--- src/rtl/knight_pkg.sv ---
`default_nettype none
// +--------------------------------------------------------------------+
// | knight_pkg                                                         |
// | Shared FSM states, opcodes, headings and response bytes.           |
// | Rev 1.0                                                            |
// +--------------------------------------------------------------------+
package knight_pkg;

    typedef enum logic [2:0] {
        IDLE   = 3'd0,
        VERT   = 3'd1,
        WAIT_V = 3'd2,
        HORZ   = 3'd3,
        WAIT_H = 3'd4
    } state_t;

    localparam logic [3:0] OP_MOVE   = 4'h4;
    localparam logic [3:0] OP_MOVE_F = 4'h5;

    localparam logic [7:0] HEAD_PY = 8'h00;
    localparam logic [7:0] HEAD_NY = 8'h7F;
    localparam logic [7:0] HEAD_NX = 8'h3F;
    localparam logic [7:0] HEAD_PX = 8'hBF;

    localparam logic [7:0] RESP_ACK  = 8'hA5;
    localparam logic [7:0] RESP_NEXT = 8'h5A;
    localparam logic [7:0] RESP_BAD  = 8'hEE;
    localparam logic [7:0] RESP_WDOG = 8'hDD;

endpackage
`default_nettype wire

--- src/rtl/knight_mv_decode.sv ---
`default_nettype none
// +--------------------------------------------------------------------+
// | knight_mv_decode                                                   |
// | One-hot knight move -> vertical and horizontal leg (heading, len). |
// | Rev 1.0                                                            |
// +--------------------------------------------------------------------+
module knight_mv_decode
    import knight_pkg::*;
(
    input  logic [7:0] mv_i,
    output logic [7:0] vhead_o,
    output logic [1:0] vsq_o,
    output logic [7:0] hhead_o,
    output logic [1:0] hsq_o,
    output logic       invalid_o
);

    always_comb begin
        vhead_o   = HEAD_PY;
        vsq_o     = 2'd0;
        hhead_o   = HEAD_PX;
        hsq_o     = 2'd0;
        invalid_o = 1'b0;
        case (mv_i)
            8'h01: begin vsq_o = 2'd2; hsq_o = 2'd1; end
            8'h02: begin vsq_o = 2'd2; hhead_o = HEAD_NX; hsq_o = 2'd1; end
            8'h04: begin vsq_o = 2'd1; hhead_o = HEAD_NX; hsq_o = 2'd2; end
            8'h08: begin vhead_o = HEAD_NY; vsq_o = 2'd1; hhead_o = HEAD_NX; hsq_o = 2'd2; end
            8'h10: begin vhead_o = HEAD_NY; vsq_o = 2'd2; hhead_o = HEAD_NX; hsq_o = 2'd1; end
            8'h20: begin vhead_o = HEAD_NY; vsq_o = 2'd2; hsq_o = 2'd1; end
            8'h40: begin vhead_o = HEAD_NY; vsq_o = 2'd1; hsq_o = 2'd2; end
            8'h80: begin vsq_o = 2'd1; hsq_o = 2'd2; end
            default: invalid_o = 1'b1;
        endcase
    end

endmodule
`default_nettype wire

--- src/rtl/knight_cmd_gen.sv ---
`default_nettype none
// +--------------------------------------------------------------------+
// | knight_cmd_gen                                                     |
// | Tour command initiator with UART passthrough; optional response    |
// | watchdog enabled by macro TOUR_WDOG_EN.                            |
// | Rev 1.0                                                            |
// +--------------------------------------------------------------------+
module knight_cmd_gen
    import knight_pkg::*;
#(
    parameter int NUM_MOVES = 24
`ifdef TOUR_WDOG_EN
    ,
    parameter int WDOG_CYC  = 2**22
`endif
) (
    input  logic        clk,
    input  logic        rst_n,
    input  logic        tour_go,
    output logic [4:0]  mv_indx,
    input  logic [7:0]  move,
    input  logic [15:0] cmd_UART,
    input  logic        cmd_rdy_UART,
    output logic        clr_cmd_rdy_UART,
    output logic [15:0] cmd,
    output logic        cmd_rdy,
    input  logic        clr_cmd_rdy,
    input  logic        send_resp,
    output logic [7:0]  resp,
    output logic        send_resp_out,
    output logic        usurp
);

    state_t      state_q, state_d;
    logic [4:0]  mv_indx_q, mv_indx_d;
    logic [7:0]  mv_reg_q, mv_reg_d;
    logic [15:0] cmd_q, cmd_d;
    logic        cmd_rdy_q, cmd_rdy_d;
    logic [7:0]  resp_q, resp_d;
    logic        resp_pls_q, resp_pls_d;

    logic [7:0]  w_dec_mv, w_vhead, w_hhead;
    logic [1:0]  w_vsq, w_hsq;
    logic        w_invalid, w_wdog_hit;

    // The first VERT cycle reads the store directly because mv_indx may have just advanced.
    assign w_dec_mv = (state_q == VERT && !cmd_rdy_q) ? move : mv_reg_q;

    knight_mv_decode u_dec (
        .mv_i      (w_dec_mv),
        .vhead_o   (w_vhead),
        .vsq_o     (w_vsq),
        .hhead_o   (w_hhead),
        .hsq_o     (w_hsq),
        .invalid_o (w_invalid)
    );

`ifdef TOUR_WDOG_EN
    localparam int WDOG_W = $clog2(WDOG_CYC + 1);
    logic [WDOG_W-1:0] wdog_q, wdog_d;

    always_comb begin
        wdog_d = '0;
        if (state_q == WAIT_V || state_q == WAIT_H)
            wdog_d = wdog_q + 1'b1;
    end

    always_ff @(posedge clk) begin
        if (!rst_n) wdog_q <= '0;
        else        wdog_q <= wdog_d;
    end

    assign w_wdog_hit = (wdog_q == WDOG_W'(WDOG_CYC - 1));
`else
    assign w_wdog_hit = 1'b0;
`endif

    always_comb begin
        state_d    = state_q;
        mv_indx_d  = mv_indx_q;
        mv_reg_d   = mv_reg_q;
        cmd_d      = cmd_q;
        cmd_rdy_d  = cmd_rdy_q;
        resp_d     = resp_q;
        resp_pls_d = 1'b0;
        case (state_q)
            IDLE: begin
                cmd_rdy_d = 1'b0;
                if (tour_go) begin
                    state_d  = VERT;
                    mv_reg_d = move;
                end
            end
            VERT: begin
                if (!cmd_rdy_q) begin
                    mv_reg_d = move;
                    if (w_invalid) begin
                        state_d    = IDLE;
                        mv_indx_d  = '0;
                        resp_d     = RESP_BAD;
                        resp_pls_d = 1'b1;
                    end else begin
                        cmd_d     = {OP_MOVE, w_vhead, 4'(w_vsq)};
                        cmd_rdy_d = 1'b1;
                    end
                end else if (clr_cmd_rdy) begin
                    cmd_rdy_d = 1'b0;
                    state_d   = WAIT_V;
                end
            end
            WAIT_V: begin
                if (send_resp) begin
                    state_d = HORZ;
                end else if (w_wdog_hit) begin
                    state_d    = IDLE;
                    mv_indx_d  = '0;
                    resp_d     = RESP_WDOG;
                    resp_pls_d = 1'b1;
                end
            end
            HORZ: begin
                if (!cmd_rdy_q) begin
                    cmd_d     = {OP_MOVE_F, w_hhead, 4'(w_hsq)};
                    cmd_rdy_d = 1'b1;
                end else if (clr_cmd_rdy) begin
                    cmd_rdy_d = 1'b0;
                    state_d   = WAIT_H;
                end
            end
            WAIT_H: begin
                if (send_resp) begin
                    resp_pls_d = 1'b1;
                    if (mv_indx_q == 5'(NUM_MOVES - 1)) begin
                        state_d   = IDLE;
                        mv_indx_d = '0;
                        resp_d    = RESP_ACK;
                    end else begin
                        state_d   = VERT;
                        mv_indx_d = mv_indx_q + 5'd1;
                        resp_d    = RESP_NEXT;
                    end
                end else if (w_wdog_hit) begin
                    state_d    = IDLE;
                    mv_indx_d  = '0;
                    resp_d     = RESP_WDOG;
                    resp_pls_d = 1'b1;
                end
            end
            default: state_d = IDLE;
        endcase
    end

    always_ff @(posedge clk) begin
        if (!rst_n) begin
            state_q    <= IDLE;
            mv_indx_q  <= '0;
            mv_reg_q   <= '0;
            cmd_q      <= '0;
            cmd_rdy_q  <= 1'b0;
            resp_q     <= RESP_ACK;
            resp_pls_q <= 1'b0;
        end else begin
            state_q    <= state_d;
            mv_indx_q  <= mv_indx_d;
            mv_reg_q   <= mv_reg_d;
            cmd_q      <= cmd_d;
            cmd_rdy_q  <= cmd_rdy_d;
            resp_q     <= resp_d;
            resp_pls_q <= resp_pls_d;
        end
    end

    // Tour responses are registered strobes; in IDLE processor responses pass straight through.
    assign usurp            = (state_q != IDLE);
    assign mv_indx          = mv_indx_q;
    assign cmd              = usurp ? cmd_q : cmd_UART;
    assign cmd_rdy          = usurp ? cmd_rdy_q : cmd_rdy_UART;
    assign clr_cmd_rdy_UART = usurp ? 1'b0 : clr_cmd_rdy;
    assign send_resp_out    = resp_pls_q | (!usurp & send_resp);
    assign resp             = resp_pls_q ? resp_q : RESP_ACK;

endmodule
`default_nettype wire
--- config.mk ---
export PLATFORM = sky130hd
export DESIGN_NAME = knight_cmd_gen
export DESIGN_NICKNAME = d
export VERILOG_FILES = /design/src/rtl/knight_pkg.sv /design/src/rtl/knight_mv_decode.sv /design/src/rtl/knight_cmd_gen.sv
export SDC_FILE = /design/constraint.sdc
export NUM_CORES = 1
export LEC_CHECK = 0
export ABC_AREA = 1
export ABC_CLOCK_PERIOD_IN_PS = 3200
export BUFFER_PORTS_ARGS = -buffer_cell sky130_fd_sc_hd__buf_2
export CAP_MARGIN = 20
export CORE_MARGIN = 5
export CORE_UTILIZATION = 25
export DETAILED_ROUTE_END_ITERATION = 8
export SYNTH_ARGS = -nofsm -noshare
export SYNTH_HDL_FRONTEND = slang
export SYNTH_HIERARCHICAL = 1
export SYNTH_SLANG_ARGS = --single-unit
--- constraint.sdc ---
create_clock -name clk -period 3.2 [get_ports clk]
set_clock_uncertainty 0.1 [all_clocks]
set_input_delay 0.64 -clock clk [delete_from_list [all_inputs] [get_ports clk]]
set_output_delay 0.64 -clock clk [all_outputs]
set_load 0.02 [all_outputs]
After elaboration in Yosys (flattened, before gate mapping)
Cells that the tools add are included.
- register bits after elaboration: 42
- output and inout port bits: 33
- logic and storage cells: 97
- $add $sub $neg: 1
- equality and inequality tests: 24
- mux-type cells: 45
- bitwise gates (word level): 2
- reduce and logical (&&, ||, !) cells: 18
- operators by type and width (operator ; number):
    8-bit two-way mux ; 9
    16-bit two-way mux ; 4
    16-bit one-hot mux with 2 select lines ; 1
    8-bit one-hot mux with 2 select lines ; 2
    3-bit two-way mux ; 8
    5-bit two-way mux ; 4
    2-bit != test, second input constant ; 9
    4-bit OR reduction ; 4
    3-bit one-hot mux with 5 select lines ; 1
    1-bit two-way mux ; 10
    5-bit one-hot mux with 2 select lines ; 1
    8-bit by 1-bit equality test with 1-bit output, second input constant ; 1
    8-bit by 2-bit equality test with 1-bit output, second input constant ; 1
    8-bit by 3-bit equality test with 1-bit output, second input constant ; 1
    8-bit by 4-bit equality test with 1-bit output, second input constant ; 1
    8-bit by 5-bit equality test with 1-bit output, second input constant ; 1
    8-bit by 6-bit equality test with 1-bit output, second input constant ; 1
    8-bit by 7-bit equality test with 1-bit output, second input constant ; 1
    8-bit equality test, second input constant ; 1
    2-bit one-hot mux with 2 select lines ; 2
    4-bit AND reduction ; 2
    8-bit OR reduction ; 1
    7-bit two-way mux ; 1
    7-bit AND reduction ; 1
    other kinds (16) ; 22

Longest topological paths before layout
- depth in word-level cells: 9
- mapped depth: 19
- mapped depth without buffers: 18

By module
The synthesis kept the hierarchy.
- modules (own cells, without submodules) (module ; instances ; cells each ; area an instance (µm²) ; sequential area each (µm²)):
    knight_cmd_gen ; 1 ; 285 ; 1955.6 ; 680.7
    knight_mv_decode ; 1 ; 62 ; 354.1 ; 0.0

Least setup slack after synthesis
OpenSTA, ideal clock, no wires.
- kind: register to register
- start: register state_q[2]
- end: register cmd_q[1]
- arrival: 2.113 ns
- setup slack: 0.913 ns
- cell stages (with the launch flop): 19
- clock period less this slack: 2.287 ns
- cell sequence: dfxtp_1 -> buf_6 -> inv_4 -> nand2_2 -> nor2_4 -> nand2_4 -> mux2_2 -> nor2_2 -> nand2_2 -> nor2_2 -> nand2_1 -> nand2_2 -> nor2_2 -> nand2_4 -> inv_2 -> nor2_4 -> buf_4 -> o21ai_0 -> a31oi_1
- RTL lines (element ; line ; source):
    start: declaration ; knight_cmd_gen.sv:34 ; state_t state_q, state_d;
    start signal: assignment ; knight_cmd_gen.sv:163 ; state_q <= state_d;
    3-bit by 1-bit equality test with 1-bit output (*) ; knight_cmd_gen.sv:47 ; assign w_dec_mv = (state_q == VERT && !cmd_rdy_q) ? move : mv_reg_q;
    1-bit logical AND (*) ; knight_cmd_gen.sv:47 ;
    8-bit two-way mux (*) ; knight_cmd_gen.sv:47 ;
    via w_dec_mv[2] ; knight_cmd_gen.sv:42 ; logic [7:0] w_dec_mv, w_vhead, w_hhead;
    8-bit by 3-bit equality test with 1-bit output, or another cell as far along ; knight_mv_decode.sv:24 ; case (mv_i)
    4-bit OR reduction (no line) ; n/a ;
    2-bit one-hot mux with 2 select lines (*) ; knight_mv_decode.sv:24 ;
    via w_hsq[1] ; knight_cmd_gen.sv:43 ; logic [1:0] w_vsq, w_hsq;
    16-bit two-way mux (*) ; knight_cmd_gen.sv:122 ; if (!cmd_rdy_q) begin
    16-bit one-hot mux with 2 select lines (*) ; knight_cmd_gen.sv:86 ; case (state_q)
    end signal: assignment ; knight_cmd_gen.sv:166 ; cmd_q <= cmd_d;
    end: declaration ; knight_cmd_gen.sv:37 ; logic [15:0] cmd_q, cmd_d;
Mark *: on every way through the listed nets, which the timed path passes. The rest lies on a longest branch. The select of a mux whose other input is x is not followed.
A chain may end at the register's enable or synchronous reset.

Worst setup path after layout
- start: register state_q[2]
- end: register state_q[2]
- word-level cells in the longest chain between the ends: 7
- RTL lines (element ; line):
    3-bit by 1-bit equality test with 1-bit output (*) ; knight_cmd_gen.sv:47
    1-bit logical AND (*) ; knight_cmd_gen.sv:47
    8-bit two-way mux (*) ; knight_cmd_gen.sv:47
    via w_dec_mv[2] ; knight_cmd_gen.sv:42
    8-bit by 1-bit equality test with 1-bit output, or another cell as far along ; knight_mv_decode.sv:24
    8-bit OR reduction (no line) (*) ; n/a
    3-bit != test (no line) (*) ; n/a
    7-bit AND reduction (no line) (*) ; n/a
Mark *: on every way through the listed nets, which the timed path passes. The rest lies on a longest branch.

==> run metrics <==
min cycle time layout=2.87 ns; synth top area cells=dfxtp_1 29%, nand2_1 12%, buf_4 7.5%; met3 usage=0.0389; Synth area leader=dfxtp_1; critical path endpoint category=register; Least-Margin Pin Slew=0.511 ns; root buffer cell=clkbuf_8; DP HPWL=4160 um; maximum clock rate=0.348 GHz; row count=35; First DRT Iteration DRCs=104; DRC Markers=0; status=finished clean; setup_tns=0 ns; Area Growth Syn to Fin=14.9%; combinational power share=0.634; Syn Area/Cell=6.66 sq um; # hold bufs at CTS=0; Ports=63; worst-case clock buffer depth=2; fin. max-slew vios=0; H-tree Lvls=2; met2 GRT Util=0.154; top cell type's share of synthesized area=0.295; most frequent cells in the layout=76 x nand2_1, 62 x buf_2, 46 x nor2_1, 34 x dfxtp_1, 29 x inv_1; leakage=1.33 nW; largest net degree at the start of global routing=28; PwrDens=1030 nW/um^2; I/O Buffers=62; Nets=422; final wirelength=5350 um; Hold Fails Final Rpt=0; GRT met1 Usage=0.123; Core ar.=9110 sq um; synth warn=6; layout cell share with drive strength beyond 1=0.291; vias in the first global route=1954; sequential share of power=0.246; Seq/Total Area, Yosys=0.295; #FFs+latches synth=34; Hold/Removal Path Class=reg -> reg; commonest non-fill, non-tap cell in the layout=nand2_1; # clock sinks=34; Setup Viol. Count Final=0; Slew headroom=0.659; critical path class=reg -> reg; Hold WS=0.355 ns; Antenna Cells=0; crit-path max FO=21; post-synthesis cell count=347; Worst-Skew Late Latency=0.28 ns; antenna viol nets, final=0; clock power share=0.120; RSZ-0062 raised after global routing=false; Data arrival, critical path=3.00 ns; Fillers=1011; Reg clk slew, reported paths=0.07 ns; Total GRT Usage=0.0977; Synth Cell Area=2310 sq um; total number of vias=2164; net switching power=1.39 mW; GRT busiest layer=met2; # resized after CTS=0; Routed WL per cell=10.6 um; gr ovfl total=0; Pint=1.33 mW; Synth cell types=31; vias per inst=4.30; 1st-pass router iterations=4; Pwr Total=2.73 mW; first-pass GRT wire length=9120 um; GPL Wtd Cong=0.866; crit start category=register; Inserted Clock Buffers=5; fin util=0.291; Starting Density=0.254; VDD IR max=0.000229 V; chip width=106 um; Worst EP required=3.33 ns; CTS tree=built; die height=106 um; initial antenna violation count=0; Post-CTS Setup Repair Bufs=0; DIE AREA=11300 sq um; Switching Fraction=0.511; final cycle utilization of the critical path=0.898; number of max-cap violations=0
[critical path: stages, from the launching register on]
cell,delay (ns)
dfxtp_1,0.52
inv_4,0.09
nand2_2,0.09
nor2_4,0.04
nand2_4,0.12
mux2_2,0.40
nor2_2,0.18
inv_1,0.06
nor2_1,0.14
nand2_1,0.09
nand2_2,0.10
nor2_2,0.05
nand2_4,0.09
inv_2,0.05
nor2_4,0.32
nor2_1,0.14
nand3_1,0.10
nand2_1,0.06
nor2_1,0.08
[through the flow]
step	std cells	area, sq um	worst slack (ns)
global placement	495	2560	0.459
global route	503	2650	0.0336
detailed placement	495	2560	0.367
finish	503	2650	0.328
floorplan	353	2330	0.913
CTS	503	2650	0.348
[final cells by class]
| type | count | area (sq um) | area share |
|---|---|---|---|
| clock inverters | 1 | 5.00 | 0.00189 |
| clock buffers | 7 | 86.3 | 0.0325 |
| multi-input cells | 248 | 1260 | 0.476 |
| well taps | 111 | 139 | 0.0523 |
| flip-flops and latches | 34 | 681 | 0.256 |
| inverters | 37 | 146 | 0.0552 |
| repair buffers | 65 | 333 | 0.125 |
[registers in the layout, summed over array words and instances, names as in the netlist]
name        count
mv_indx         5
state_q         3
resp_pls_q      1
resp_q          4
mv_reg_q        8
cmd_rdy_q       1
cmd_q          12
[cells by family (layout without fill, tap and decap cells)]
family / after synthesis / count (layout) / synth area share
DFF: 34 / 34 / 0.295
AOI/OAI and AO/OA: 52 / 52 / 0.124
xor gates and xnor gates: 4 / 4 / 0.0152
buffers and inverters: 71 / 110 / 0.168
adders and majority gates: 1 / 1 / 0.00542
and+or+nand+nor: 175 / 175 / 0.351
other: 2 / 8 / 0.00325
muxes: 8 / 8 / 0.0390
[worst paths after layout]
kind,startpoint,endpoint,slack (ns),cells after the start
worst min-delay path,cmd_q[14],cmd_q[14],0.36,2
worst max register to register,state_q[2],state_q[2],0.33,18
worst max-delay path,state_q[2],state_q[2],0.33,18
worst min register to register,cmd_q[14],cmd_q[14],0.36,2
[per-layer routing]
layer	vias up	wire length (um)	share of wire
met5	-	0	0
met4	0	55	0.010
li1	1163	-	-
met3	7	488	0.091
met2	70	2320	0.43
met1	924	2480	0.46
[cells in the mapped netlist (all sizes together)]
master	number
or2	1
a21oi	13
o21ai	28
ha	1
clkinv	1
buf	30
mux2	8
a31oi	10
nand2	86
nand4	1
clkbuf	4
nand3	29
nor2	57
xor2	4
nor3	1
inv	36
o22ai	1
dfxtp	34
conb	2
[power groups by stage]
| stage | logic, mW | registers [mW] | clock network [mW] |
|---|---|---|---|
| 2_1_floorplan | 1.54 | 0.648 | 0 |
| 3_3_place_gp | 1.70 | 0.681 | 0 |
| 3_5_place_dp | 1.73 | 0.682 | 0 |
| 4_1_cts | 1.74 | 0.674 | 0.342 |
| 5_1_grt | 1.95 | 0.691 | 0.362 |
| 6_report | 1.73 | 0.671 | 0.328 |
(Power assumes the default switching activity.)
